**src/rtl/multicycle_ctrl_fsm.sv**
```systemverilog
// rtl/multicycle_ctrl_fsm.sv - multi-cycle instruction sequencer for the RV64 datapath
module multicycle_ctrl_fsm #(
   parameter int CNT_W   = 64,
   parameter int TIMEOUT = 16
) (
   input  logic             clk,
   input  logic             reset,
   input  logic [6:0]       opcode,
   input  logic             zero,
   input  logic             imem_ready,
   input  logic             dmem_ready,
   output logic             imem_req,
   output logic             ir_write,
   output logic             pc_write,
   output logic             pc_src,
   output logic             RegWrite,
   output logic             MemRead,
   output logic             MemWrite,
   output logic             MemtoReg,
   output logic             ALUSrc,
   output logic [1:0]       ALUOp,
   output logic             illegal,
   output logic             timeout,
   output logic [2:0]       state,
   output logic [CNT_W-1:0] instret
);

   localparam logic [6:0] OP_R  = 7'b0110011;
   localparam logic [6:0] OP_I  = 7'b0010011;
   localparam logic [6:0] OP_LD = 7'b0000011;
   localparam logic [6:0] OP_ST = 7'b0100011;
   localparam logic [6:0] OP_BR = 7'b1100011;

   localparam int              WC_W      = $clog2(TIMEOUT + 1);
   localparam logic [WC_W-1:0] WAIT_LAST = WC_W'(TIMEOUT - 1);

   typedef enum logic [2:0] {
      S_FETCH  = 3'd0,
      S_DECODE = 3'd1,
      S_EXEC   = 3'd2,
      S_MEM    = 3'd3,
      S_WB     = 3'd4,
      S_TRAP   = 3'd5
   } state_t;

   typedef struct packed {
      logic       imem_req;
      logic       pc_write;
      logic       br_exec;
      logic       st_mem;
      logic       reg_write;
      logic       mem_read;
      logic       mem_write;
      logic       mem_to_reg;
      logic       alu_src;
      logic [1:0] alu_op;
   } strobe_t;

   state_t          state_q, state_d;
   logic [6:0]      op_q, op_d;
   logic [WC_W-1:0] wait_q, wait_d;
   logic            illegal_d, timeout_d, retire;
   strobe_t         strobe_q;

   function automatic logic is_legal(input logic [6:0] op);
      return (op == OP_R) || (op == OP_I) || (op == OP_LD) || (op == OP_ST) || (op == OP_BR);
   endfunction

   // Strobes of the state being entered, so every Moore output comes straight from a flop.
   function automatic strobe_t strobes_for(input state_t s, input logic [6:0] op);
      strobe_t st;
      logic    ld_st;
      ld_st = (op == OP_LD) || (op == OP_ST);
      st    = '0;
      if (s == S_EXEC || s == S_MEM || s == S_WB) begin
         st.alu_src = (op == OP_I) || ld_st;
         st.alu_op  = (op == OP_BR) ? 2'b01 : (ld_st ? 2'b00 : 2'b10);
      end
      case (s)
         S_FETCH: st.imem_req = 1'b1;
         S_EXEC: begin
            st.pc_write = (op == OP_BR);
            st.br_exec  = (op == OP_BR);
         end
         S_MEM: begin
            st.mem_read  = (op == OP_LD);
            st.mem_write = (op == OP_ST);
            st.st_mem    = (op == OP_ST);
         end
         S_WB: begin
            st.reg_write  = 1'b1;
            st.mem_to_reg = (op == OP_LD);
            st.pc_write   = 1'b1;
         end
         default: st.imem_req = 1'b0;
      endcase
      return st;
   endfunction

   always_comb begin
      state_d   = state_q;
      op_d      = op_q;
      wait_d    = wait_q;
      illegal_d = illegal;
      timeout_d = timeout;
      retire    = 1'b0;
      case (state_q)
         S_FETCH: begin
            if (imem_ready) begin
               state_d = S_DECODE;
               wait_d  = '0;
            end else if (wait_q == WAIT_LAST) begin
               state_d   = S_TRAP;
               timeout_d = 1'b1;
            end else begin
               wait_d = wait_q + 1'b1;
            end
         end
         S_DECODE: begin
            op_d = opcode;
            if (is_legal(opcode)) begin
               state_d = S_EXEC;
            end else begin
               state_d   = S_TRAP;
               illegal_d = 1'b1;
            end
         end
         S_EXEC: begin
            wait_d = '0;
            if (op_q == OP_BR) begin
               state_d = S_FETCH;
               retire  = 1'b1;
            end else if (op_q == OP_LD || op_q == OP_ST) begin
               state_d = S_MEM;
            end else begin
               state_d = S_WB;
            end
         end
         S_MEM: begin
            if (dmem_ready) begin
               wait_d = '0;
               if (op_q == OP_ST) begin
                  state_d = S_FETCH;
                  retire  = 1'b1;
               end else begin
                  state_d = S_WB;
               end
            end else if (wait_q == WAIT_LAST) begin
               state_d   = S_TRAP;
               timeout_d = 1'b1;
            end else begin
               wait_d = wait_q + 1'b1;
            end
         end
         S_WB: begin
            state_d = S_FETCH;
            retire  = 1'b1;
         end
         default: state_d = S_TRAP;
      endcase
   end

   always_ff @(posedge clk) begin
      if (!reset) begin
         state_q  <= S_FETCH;
         op_q     <= '0;
         wait_q   <= '0;
         illegal  <= 1'b0;
         timeout  <= 1'b0;
         instret  <= '0;
         strobe_q <= strobes_for(S_FETCH, 7'd0);
      end else begin
         state_q  <= state_d;
         op_q     <= op_d;
         wait_q   <= wait_d;
         illegal  <= illegal_d;
         timeout  <= timeout_d;
         strobe_q <= strobes_for(state_d, op_d);
         if (retire) instret <= instret + 1'b1;
      end
   end

   // Gating with reset keeps an aborted instruction from committing anything while reset is low.
   assign state    = state_q;
   assign imem_req = reset & strobe_q.imem_req;
   assign ir_write = reset & strobe_q.imem_req & imem_ready;
   assign pc_write = reset & (strobe_q.pc_write | (strobe_q.st_mem & dmem_ready));
   assign pc_src   = reset & strobe_q.br_exec & zero;
   assign RegWrite = reset & strobe_q.reg_write;
   assign MemRead  = reset & strobe_q.mem_read;
   assign MemWrite = reset & strobe_q.mem_write;
   assign MemtoReg = reset & strobe_q.mem_to_reg;
   assign ALUSrc   = reset & strobe_q.alu_src;
   assign ALUOp    = {2{reset}} & strobe_q.alu_op;

endmodule

```
**config.mk**
```make
export PLATFORM = sky130hd
export DESIGN_NAME = multicycle_ctrl_fsm
export DESIGN_NICKNAME = d
export VERILOG_FILES = /design/src/rtl/multicycle_ctrl_fsm.sv
export SDC_FILE = /design/constraint.sdc
export NUM_CORES = 1
export LEC_CHECK = 0
export ABC_AREA = 1
export BUFFER_PORTS_ARGS = -buffer_cell sky130_fd_sc_hd__buf_2
export CAP_MARGIN = 10
export CORE_ASPECT_RATIO = 2
export CORE_MARGIN = 2
export CORE_UTILIZATION = 40
export DETAILED_ROUTE_END_ITERATION = 10
export MAX_ROUTING_LAYER = met4
export PLACE_DENSITY = 0.65
export SETUP_SLACK_MARGIN = 0.15
export SYNTH_ARGS = -nofsm -noshare
export SYNTH_HDL_FRONTEND = slang
export SYNTH_SLANG_ARGS = --single-unit
```
**constraint.sdc**
```tcl
create_clock -name clk -period 4.7 [get_ports clk]
set_input_delay 0.235 -clock clk [delete_from_list [all_inputs] [get_ports clk]]
set_output_delay 0.235 -clock clk [all_outputs]
set_load 0.05 [all_outputs]
```
==> results of run 1 <==
[worst max-delay path: stages (launching register included)]
cell and delay (ns):
dfxtp_1 0.48, inv_2 0.11, nand2_2 0.10, nor2_4 0.05, nand3_2 0.11, nand3_4 0.48
nand2_1 0.31, inv_1 0.10, o21ai_0 0.17, a21oi_1 0.06
[final timing paths]
check                                     startpoint                  endpoint  slack [ns]  cells after the start
worst max-delay path             state[2]$_SDFF_PN0_  instret[23]$_SDFFE_PN0P_        2.60                      9
worst min-delay path                       opcode[2]        op_q[2]$_SDFF_PN0_        0.17                      3
worst max register to register   state[2]$_SDFF_PN0_  instret[23]$_SDFFE_PN0P_        2.60                      9
worst min register to register  illegal$_SDFFE_PN0P_      illegal$_SDFFE_PN0P_        0.45                      2
[synth_stat cells, drive strengths merged (2+ instances only)]
master / count
nor2: 180
nor3: 21
inv: 124
dfxtp: 91
a21oi: 41
nor3b: 2
ha: 2
nand2: 252
o21bai: 5
nor4: 4
xor2: 3
and3: 6
nand4: 27
a31oi: 2
o21ai: 29
xnor2: 6
clkbuf: 8
nand3: 54
buf: 9
[registers in the layout, summed over array words and instances, names as in the netlist]
name / cells
wait_q: 5
strobe_q: 10
op_q: 7
illegal: 1
instret: 64
state: 3
timeout: 1
[through the flow]
| step | instance area (sq um) | util, % |
|---|---|---|
| floorplan | 5370 | - |
| global placement | 5930 | 45.4 |
| detailed placement | 5930 | 45.4 |
| CTS | 6240 | 47.8 |
| global route | 6240 | 47.8 |
| finish | 6240 | 47.8 |
[area by class of cell]
type	count	area (sq um)	area share [%]
Tap cell	152	190	3.05
Multi-Input combinational cell	637	2980	47.8
Timing Repair Buffer	93	470	7.54
Inverter	124	465	7.46
Sequential cell	91	1820	29.2
Clock inverter	6	72.6	1.16
Clock buffer	10	239	3.83
[power by group]
group | switching [W] | total (W) | internal [W]
registers | 0.0000205 | 0.000816 | 0.000796
logic | 0.000180 | 0.000243 | 0.0000627
clock network | 0.000325 | 0.000757 | 0.000432
[kinds of logic (layout without fill, tap and decap cells)]
| family | count (synthesis) | in the layout | synth area share, % |
|---|---|---|---|
| simple gates | 548 | 548 | 45.8 |
| buf+inv | 141 | 233 | 10.5 |
| flops | 91 | 91 | 33.9 |
| compound gates | 78 | 78 | 7.81 |
| xor+xnor | 9 | 9 | 1.47 |
| fa+ha+maj | 2 | 2 | 0.466 |
[metal layers]
layer	up-vias	global-route usage, %
met4	0	15.1
met2	178	42.0
met3	61	3.48
li1	2899	-
met5	-	-
met1	2569	24.8
==> results.py, run 1 <==
metrics = {
    "routing": {
        "vias": 5707,
        "drc": 5,
        "dr_wl_met2_microns": 8610,
        "route.met3.wl_microns": 780,
        "drt_wl_total_microns": 16600,
        "highest_layer": "met4",
        "drt-wirelength-per-cell_microns": 14.9,
        "wl_met1_microns": 6180,
        "ant_nets": 0,
        "viasPerCell": 5.13,
        "drt_iter0_drc": 293,
        "dr.pass1.iters": 10,
    },
    "placed_design": {
        "io_buffers": 91,
        "gp_congestion": 0.956,
        "dpl_worst_slack_ns": 2.66,
        "dpl.hpwl_microns": 12900,
        "dp_cells": 1097,
    },
    "logic_synthesis": {
        "synth_seq_cells": 91,
        "postSynthAreaPerCell_sq_um": 6.18,
        "synth_area_leader_cell": "dfxtp_1",
        "synth_top_flop_cell": "dfxtp_1",
        "syn-num-nets": 883,
        "syn_inst": 869,
        "synth_cell_type_count": 36,
        "synth_top_area_share_pct": 33.9,
        "syn_area_sq_um": 5370,
        "ys_warn_count": 0,
        "synthArstFlopShare_pct": 0,
        "seq_area_frac_synth_pct": 33.9,
        "synth_edf_count": 0,
        "synth_area_leaders": "dfxtp_1 (34%), nand2_1 (17%), nor2_1 (11%), inv_1 (8.5%), nand3_1 (4.7%)",
    },
    "timing": {
        "finalSetupViolCount": 0,
        "setup-tns-final_ns": 0,
        "skew_ns": 0.0102,
        "period_needed_ns": 2.10,
        "relSlewSlack_pct": 30.6,
        "drv_slew": 0,
        "whs_ns": 0.167,
        "period_share_pct": 44.8,
        "rsz0062_at_grt": "false",
        "fmax_ghz": 0.475,
        "max_slew.worst_pin.slew_ns": 1.03,
        "final-hold-violation-count": 0,
        "worst_slack_ns": 2.60,
    },
    "critical_path": {
        "crit_fanout": 51,
        "arrival_ns": 2.33,
        "crit_required_ns": 4.92,
        "cp-start-kind": "flip-flop",
        "crit_type": "reg2reg",
        "end_kind": "flip-flop",
    },
    "pwr": {
        "power_density_nw_per_um2": 291,
        "total_power_w": 0.00182,
        "irDropWorstVdd_uv": 233,
        "power.leakage_nw": 2.77,
    },
    "grt": {
        "grt_pass1_wl_microns": 26600,
        "globalRoute.totalOverflow": 0,
        "grt_max_degree": 52,
        "grt.total_usage_pct": 24.1,
        "antenna_found_initial": 0,
        "grt_pass1_vias": 5523,
    },
    "floorplanning": {
        "ioPinCount": 92,
        "die_x_microns": 85.9,
        "core_area_sq_um": 13100,
        "die_h_microns": 168,
        "die_area_sq_um": 14400,
        "start_util_pct": 41.1,
        "row_count": 59,
    },
    "cells_and_area": {
        "nFillCells": 1430,
        "syn_to_final_growth_pct": 16.3,
        "final_common_cell": "nand2_1",
        "layout-drive-gt1-share_pct": 16.2,
        "insertedDiodeCount": 0,
        "final_cell_mix": "nand2_1 (240), nor2_1 (156), inv_1 (121)",
        "fin_cells": 1113,
        "nets": 970,
    },
    "clock_tree": {
        "post_cts.repair.setup_buffers": 0,
        "cts_sinks": 91,
        "cts_resized": 0,
        "cts_root_buf": "clkbuf_16",
        "htreeDepth": 3,
        "cts_tree": "done",
        "cts_inserted_buffers": 9,
        "clk_pin_slew_ns": 0.07,
        "cts_hold_repair.buffers": 0,
        "cts.path.max_buffers": 2,
        "clkLatencyLatePin_ns": 0.35,
    },
    "worst_hold_path": {
        "hold_class": "in2reg",
    },
    "flow_run": {
        "drv_cap": 0,
    },
    "status": {
        "violations": "design-rule violations",
        "run_status": "complete, but fails checks",
    },
}
(Power assumes the default switching activity.)
==> inputs of run 2 (changes only) <==
--- a/config.mk
+++ b/config.mk
@@ -13,7 +13,7 @@
 export CORE_UTILIZATION = 40
 export DETAILED_ROUTE_END_ITERATION = 10
 export MAX_ROUTING_LAYER = met4
-export PLACE_DENSITY = 0.65
+export PLACE_DENSITY = 0.67
 export SETUP_SLACK_MARGIN = 0.15
 export SYNTH_ARGS = -nofsm -noshare
 export SYNTH_HDL_FRONTEND = slang
==> constraint.sdc (replaced) <==
create_clock -name clk -period 1.8 [get_ports clk]
set_input_delay 0.09 -clock clk [delete_from_list [all_inputs] [get_ports clk]]
set_output_delay 0.09 -clock clk [all_outputs]
set_load 0.05 [all_outputs]
==> run 2 against run 1 <==
The run still ends with design-rule violations left. Sequential cell count is the same. Non-clock buffer count grew 77. Power grew to 2.8 times the previous value. Sequential share of layout area shrank 3.4 points. Clock skew shrank 0.0032 ns. Largest cell class unchanged. Largest power group unchanged. Highest routed layer unchanged.
==> results.py, run 2 (same netlist as run 1, synthesis figures left out) <==
metrics = {
    "grt": {
        "grtUsageMet2_pct": 46.9,
        "met1_usage_pct": 24.5,
        "grt_pass1_vias": 5869,
        "grt_pass1_wl_microns": 28200,
        "busiest_layer": "met2",
        "antenna_found_initial": 0,
        "grt.total_usage_pct": 25.7,
        "gr-usage-met3_pct": 2.89,
        "grt_max_degree": 42,
        "globalRoute.totalOverflow": 0,
    },
    "clock_tree": {
        "cts_hold_repair.buffers": 0,
        "clk_pin_slew_ns": 0.07,
        "cts.path.max_buffers": 2,
        "cts_inserted_buffers": 9,
        "clkLatencyLatePin_ns": 0.35,
        "cts_root_buf": "clkbuf_16",
        "htreeDepth": 3,
        "cts_tree": "done",
        "cts_sinks": 91,
    },
    "cells_and_area": {
        "reg_top3": "instret (64), strobe_q (10), op_q (7)",
        "syn_to_final_growth_pct": 40.4,
        "nets": 1048,
        "final_cell_mix": "nand2_1 (218), nor2_1 (116), inv_1 (111)",
        "largest_register_ffs": 64,
        "utilization_pct": 57.6,
        "insertedDiodeCount": 0,
        "largest_register": "instret",
        "layout-drive-gt1-share_pct": 36.8,
        "final_common_cell": "nand2_1",
    },
    "timing": {
        "max_slew.worst_pin.slew_ns": 0.487,
        "drv_slew": 0,
        "period_needed_ns": 1.70,
        "setup-tns-final_ns": 0,
        "period_share_pct": 94.3,
        "fmax_ghz": 0.589,
        "whs_ns": 0.0310,
        "rsz0062_at_grt": "true",
        "relSlewSlack_pct": 67.3,
        "skew_ns": 0.00700,
        "finalSetupViolCount": 0,
        "final-hold-violation-count": 0,
    },
    "floorplanning": {
        "row_count": 59,
        "die_area_sq_um": 14400,
        "ioPinCount": 92,
        "die_x_microns": 85.9,
        "core_area_sq_um": 13100,
        "die_h_microns": 168,
        "start_util_pct": 41.1,
    },
    "critical_path": {
        "slowest_stage": "dfxtp_4",
        "arrival_ns": 1.99,
        "critPathMaxStageDelay_ns": 0.36,
        "crit_type": "reg2reg",
        "end_kind": "flip-flop",
        "crit_fanout": 5,
        "crit_required_ns": 2.09,
        "cp_cell_sequence": "buf_6, ha_4, inv_4, nor2_4, nand2_4, nor2_4, nand2_4, nor2_8, nand4_1, nand2_1, nand2_1, nor2_1",
        "cp-start-kind": "flip-flop",
    },
    "routing": {
        "drc": 4,
        "drt_iter0_drc": 435,
        "drt_wl_total_microns": 18600,
        "ant_nets": 0,
        "dr.pass1.iters": 8,
        "drt-wirelength-per-cell_microns": 15.6,
        "viasPerCell": 5.20,
        "vias": 6193,
    },
    "flow_run": {
        "drv_cap": 0,
    },
    "status": {
        "violations": "design-rule violations",
        "run_status": "complete, but fails checks",
    },
    "placed_design": {
        "io_buffers": 91,
        "gp_congestion": 0.954,
        "dpl.hpwl_microns": 13800,
    },
    "pwr": {
        "total_power_w": 0.00505,
        "irDropWorstVdd_uv": 710,
        "power_density_nw_per_um2": 670,
        "power.leakage_nw": 3.31,
    },
    "worst_hold_path": {
        "hold_class": "in2reg",
    },
}
-- run 2: changes by cell type in the layout (fill, tap and decap cells not counted), sizes merged --
cell      delta
nand3        +1
clkinv       -2
clkinvlp     -1
buf         +77
inv          +3
-- run 2: what timing repair did --
item / in CTS / in global routing
endpoints found under the setup margin: 51 / 63
gates cloned: 1 / 0
pin swaps: 15 / 56
resized for setup: 17 / 143
setup buffers: 8 / 31
-- run 2: layer usage --
metal,vias up,wire length (microns)
li1,3070,-
met1,2850,6610
met2,191,10100
met3,82,651
met4,0,1200
met5,-,0
-- run 2: path summary, 6_finish.rpt --
check	from	endpoint	slack, ns	cells past startpoint
worst max-delay path	instret[0]$_SDFFE_PN0P_	instret[52]$_SDFFE_PN0P_	0.10	12
worst min-delay path	opcode[0]	op_q[0]$_SDFF_PN0_	0.03	3
worst max register to register	instret[0]$_SDFFE_PN0P_	instret[52]$_SDFFE_PN0P_	0.10	12
worst min register to register	illegal$_SDFFE_PN0P_	illegal$_SDFFE_PN0P_	0.45	2
-- run 2: cell type report --
cell class                 instances  area [sq um]
fill                            1213          5530
multi-input combinational        638          3450
sequential                        91          1940
timing repair buffer             170          1180
inverter                         124           473
clock buffer                      10           229
tap                              152           190
clock inverter                     6          71.3
-- run 2: power breakdown --
part,internal [W],switching (W)
logic,0.000364,0.000585
clock network,0.00110,0.000886
registers,0.00206,0.0000590
-- run 2: per-stage QoR --
step                setup slack (ns)  area [sq um]  cells
floorplan                      0.156          5490    869
global placement              0.0620          6350   1135
detailed placement            0.0203          6350   1135
CTS                           0.0663          6790   1160
global route                 0.00879          7530   1191
finish                         0.102          7530   1191
-- run 2: critical path: cells and delay by family (launching register included) --
family,cells,cell delay [ns]
simple gates,9,1.00
flops,1,0.36
fa+ha+maj,1,0.14
buf+inv,2,0.13
==> inputs of run 3 (changes only) <==
--- a/config.mk
+++ b/config.mk
@@ -5,7 +5,6 @@
 export SDC_FILE = /design/constraint.sdc
 export NUM_CORES = 1
 export LEC_CHECK = 0
-export ABC_AREA = 1
 export BUFFER_PORTS_ARGS = -buffer_cell sky130_fd_sc_hd__buf_2
 export CAP_MARGIN = 10
 export CORE_ASPECT_RATIO = 2
@@ -13,7 +12,7 @@
 export CORE_UTILIZATION = 40
 export DETAILED_ROUTE_END_ITERATION = 10
 export MAX_ROUTING_LAYER = met4
-export PLACE_DENSITY = 0.67
+export PLACE_DENSITY = 0.68
 export SETUP_SLACK_MARGIN = 0.15
 export SYNTH_ARGS = -nofsm -noshare
 export SYNTH_HDL_FRONTEND = slang
==> run 3 against run 2 <==
The run ends with negative setup slack left. Cell area shrank 0.28%. Combinational power shrank 41%. Count of clock-buffer cells in the layout grew 3. Clock skew grew 0.0042 ns. Sequential cell count is the same. Routed wire length shrank 3.5%. Global-route usage grew 2.9 points. Fmax shrank 18%. Sequential share of layout area grew 0.81 points. Critical endpoint is now instret[46]$_SDFFE_PN0P_.
==> results.py, run 3 <==
metrics = {
    "grt": {
        "antenna_found_initial": 0,
        "grt_max_degree": 36,
        "grt_pass1_wl_microns": 26800,
        "grt.total_usage_pct": 28.6,
        "grt_pass1_vias": 5591,
        "globalRoute.totalOverflow": 0,
    },
    "logic_synthesis": {
        "synth_compound_area_share_pct": 21.6,
        "postSynthAreaPerCell_sq_um": 8.23,
        "synth_top_area_share_pct": 39.6,
        "synth_area_leaders": "dfxtp_1 (40%), a21oi_1 (6.6%), o31ai_1 (4.9%), or4_1 (4.7%), nor2_1 (3.8%)",
        "synth_seq_cells": 91,
        "seq_area_frac_synth_pct": 39.6,
        "synth_area_leader_cell": "dfxtp_1",
        "synth_xor_area_share_pct": 2.67,
        "synth_top_flop_cell": "dfxtp_1",
        "synth_top_family_by_area": "simple AND/OR/NAND/NOR gates",
        "synth-simple-area-share_pct": 31.5,
        "syn_area_sq_um": 4600,
        "muxShareOfSynthArea_pct": 0.653,
        "syn_inst": 559,
        "synthAdderAreaFrac_pct": 0.544,
        "synth_edf_count": 0,
        "synth_cell_type_count": 55,
        "yosysMostFrequentCell": "dfxtp_1",
        "synthTopCellsByCount": "dfxtp_1 (91), a21oi_1 (61), nor2_1 (46)",
        "synthArstFlopShare_pct": 0,
        "syn-num-nets": 573,
        "ys_warn_count": 0,
    },
    "critical_path": {
        "crit_type": "reg2reg",
        "crit_fanout": 12,
        "crit_required_ns": 2.06,
        "cp-start-kind": "flip-flop",
        "arrival_ns": 2.34,
        "end_kind": "flip-flop",
    },
    "cells_and_area": {
        "final_common_cell": "buf_4",
        "seq_area_sq_um": 2000,
        "multi_input_area_sq_um": 3120,
        "syn_to_final_growth_pct": 63.3,
        "layout-drive-gt1-share_pct": 50.9,
        "largest_register_ffs": 64,
        "final_cell_area_sq_um": 7510,
        "nFillCells": 915,
        "nets": 812,
        "utilization_pct": 66.6,
        "insertedDiodeCount": 0,
        "reg_top3": "instret (64), strobe_q (10), op_q (7)",
        "largest_register": "instret",
        "final_cell_mix": "buf_4 (138), buf_2 (91), a21oi_1 (49)",
    },
    "routing": {
        "drc": 0,
        "drt_iter0_drc": 290,
        "ant_nets": 0,
        "drt_wl_total_microns": 17900,
        "drt-wirelength-per-cell_microns": 19.0,
        "vias": 5569,
        "viasPerCell": 5.89,
        "dr.pass1.iters": 5,
    },
    "floorplanning": {
        "row_count": 55,
        "start_util_pct": 40.7,
        "die_x_microns": 79.8,
        "ioPinCount": 92,
        "die_h_microns": 156,
        "die_area_sq_um": 12400,
        "core_area_sq_um": 11300,
    },
    "timing": {
        "finalSetupViolCount": 62,
        "rsz0062_at_grt": "true",
        "setup-tns-final_ns": -9.15,
        "whs_ns": 0.0610,
        "worst_slack_ns": -0.282,
        "final-hold-violation-count": 0,
        "period_needed_ns": 2.08,
        "drv_slew": 0,
        "max_slew.worst_pin.slew_ns": 0.524,
        "fmax_ghz": 0.480,
        "period_share_pct": 116,
        "relSlewSlack_pct": 64.9,
        "skew_ns": 0.0112,
    },
    "pwr": {
        "total_power_w": 0.00463,
        "power.leakage_nw": 3.06,
        "irDropWorstVdd_uv": 611,
        "power_density_nw_per_um2": 616,
    },
    "worst_hold_path": {
        "hold_class": "in2reg",
    },
    "clock_tree": {
        "clkLatencyLatePin_ns": 0.35,
        "clk_pin_slew_ns": 0.07,
        "htreeDepth": 3,
        "cts_sinks": 91,
        "cts_root_buf": "clkbuf_16",
        "cts_inserted_buffers": 9,
        "cts_tree": "done",
        "cts.path.max_buffers": 2,
    },
    "placed_design": {
        "place_area_sq_um": 6390,
        "dpl.hpwl_microns": 12200,
        "io_buffers": 91,
        "gp_congestion": 0.958,
    },
    "status": {
        "run_status": "complete, but fails checks",
        "violations": "negative setup slack",
    },
    "flow_run": {
        "drv_cap": 0,
    },
}
## run 3: cell count changes after synthesis, sizes merged, moves of 18 or more
cell	previous run	this run
nand2	252	42
or4	0	29
nor2	180	46
or3	0	19
inv	124	13
nand3	54	22
o31ai	0	30
a21oi	41	61
clkbuf	8	26
## run 3: power breakdown
part	switching, W	internal, W
combinational	0.000328	0.000229
clock	0.000813	0.00124
sequential	0.0000270	0.00199
total	0.00117	0.00346
## run 3: critical path: stages, from the launching register on
cell and delay (ns):
dfxtp_4 0.34, nand4_1 0.19, buf_4 0.22, nor4_4 0.25
nand3_1 0.16, buf_6 0.17, or4_1 0.48, a21oi_1 0.18
## run 3: layout make-up
cell class / count / area share [%]
multi-input combinational: 426 / 41.6
sequential: 91 / 26.6
timing repair buffer: 257 / 24.5
clock buffer: 13 / 3.75
tap: 142 / 2.37
inverter: 13 / 0.650
clock inverter: 3 / 0.583
## run 3: cell families (layout without fill, tap and decap cells)
family          Yosys count  count (layout)
simple gates            250             250
compound gates          157             157
flops                    91              91
buf+inv                  42             286
xor+xnor                 14              14
mux                       3               3
fa+ha+maj                 2               2
## run 3: stage by stage
step	setup WS [ns]	std cells
2_1_floorplan	-0.223	559
3_3_place_gp	-0.387	899
3_5_place_dp	-0.351	899
4_1_cts	-0.217	937
5_1_grt	-0.349	945
6_report	-0.282	945
## run 3: final timing paths
kind / start / endpoint / slack, ns / cells past startpoint
max: instret[22]$_SDFFE_PN0P_ / instret[46]$_SDFFE_PN0P_ / -0.28 / 7
min: opcode[6] / op_q[6]$_SDFF_PN0_ / 0.06 / 3
min reg2reg: op_q[2]$_SDFF_PN0_ / op_q[2]$_SDFF_PN0_ / 0.46 / 2
max reg2reg: instret[22]$_SDFFE_PN0P_ / instret[46]$_SDFFE_PN0P_ / -0.28 / 7
## run 3: per-layer routing
layer / up-vias / part of all wire [%] / track usage [%] / wire length (microns)
li1: 2597 / - / - / -
met1: 2651 / 33 / 25.5 / 5860
met2: 239 / 56 / 53.1 / 10100
met3: 82 / 4.8 / 4.98 / 854
met4: 0 / 6.3 / 19.0 / 1140
met5: - / 0 / - / 0
## run 3: timing repair
action,CTS,global route
endpoints found under the setup margin,67,79
gates resized for setup,64,52
endpoints found under the hold margin,4,0
gates cloned,2,2
setup buffers,16,6
pin swaps,40,35
hold buffers,4,0
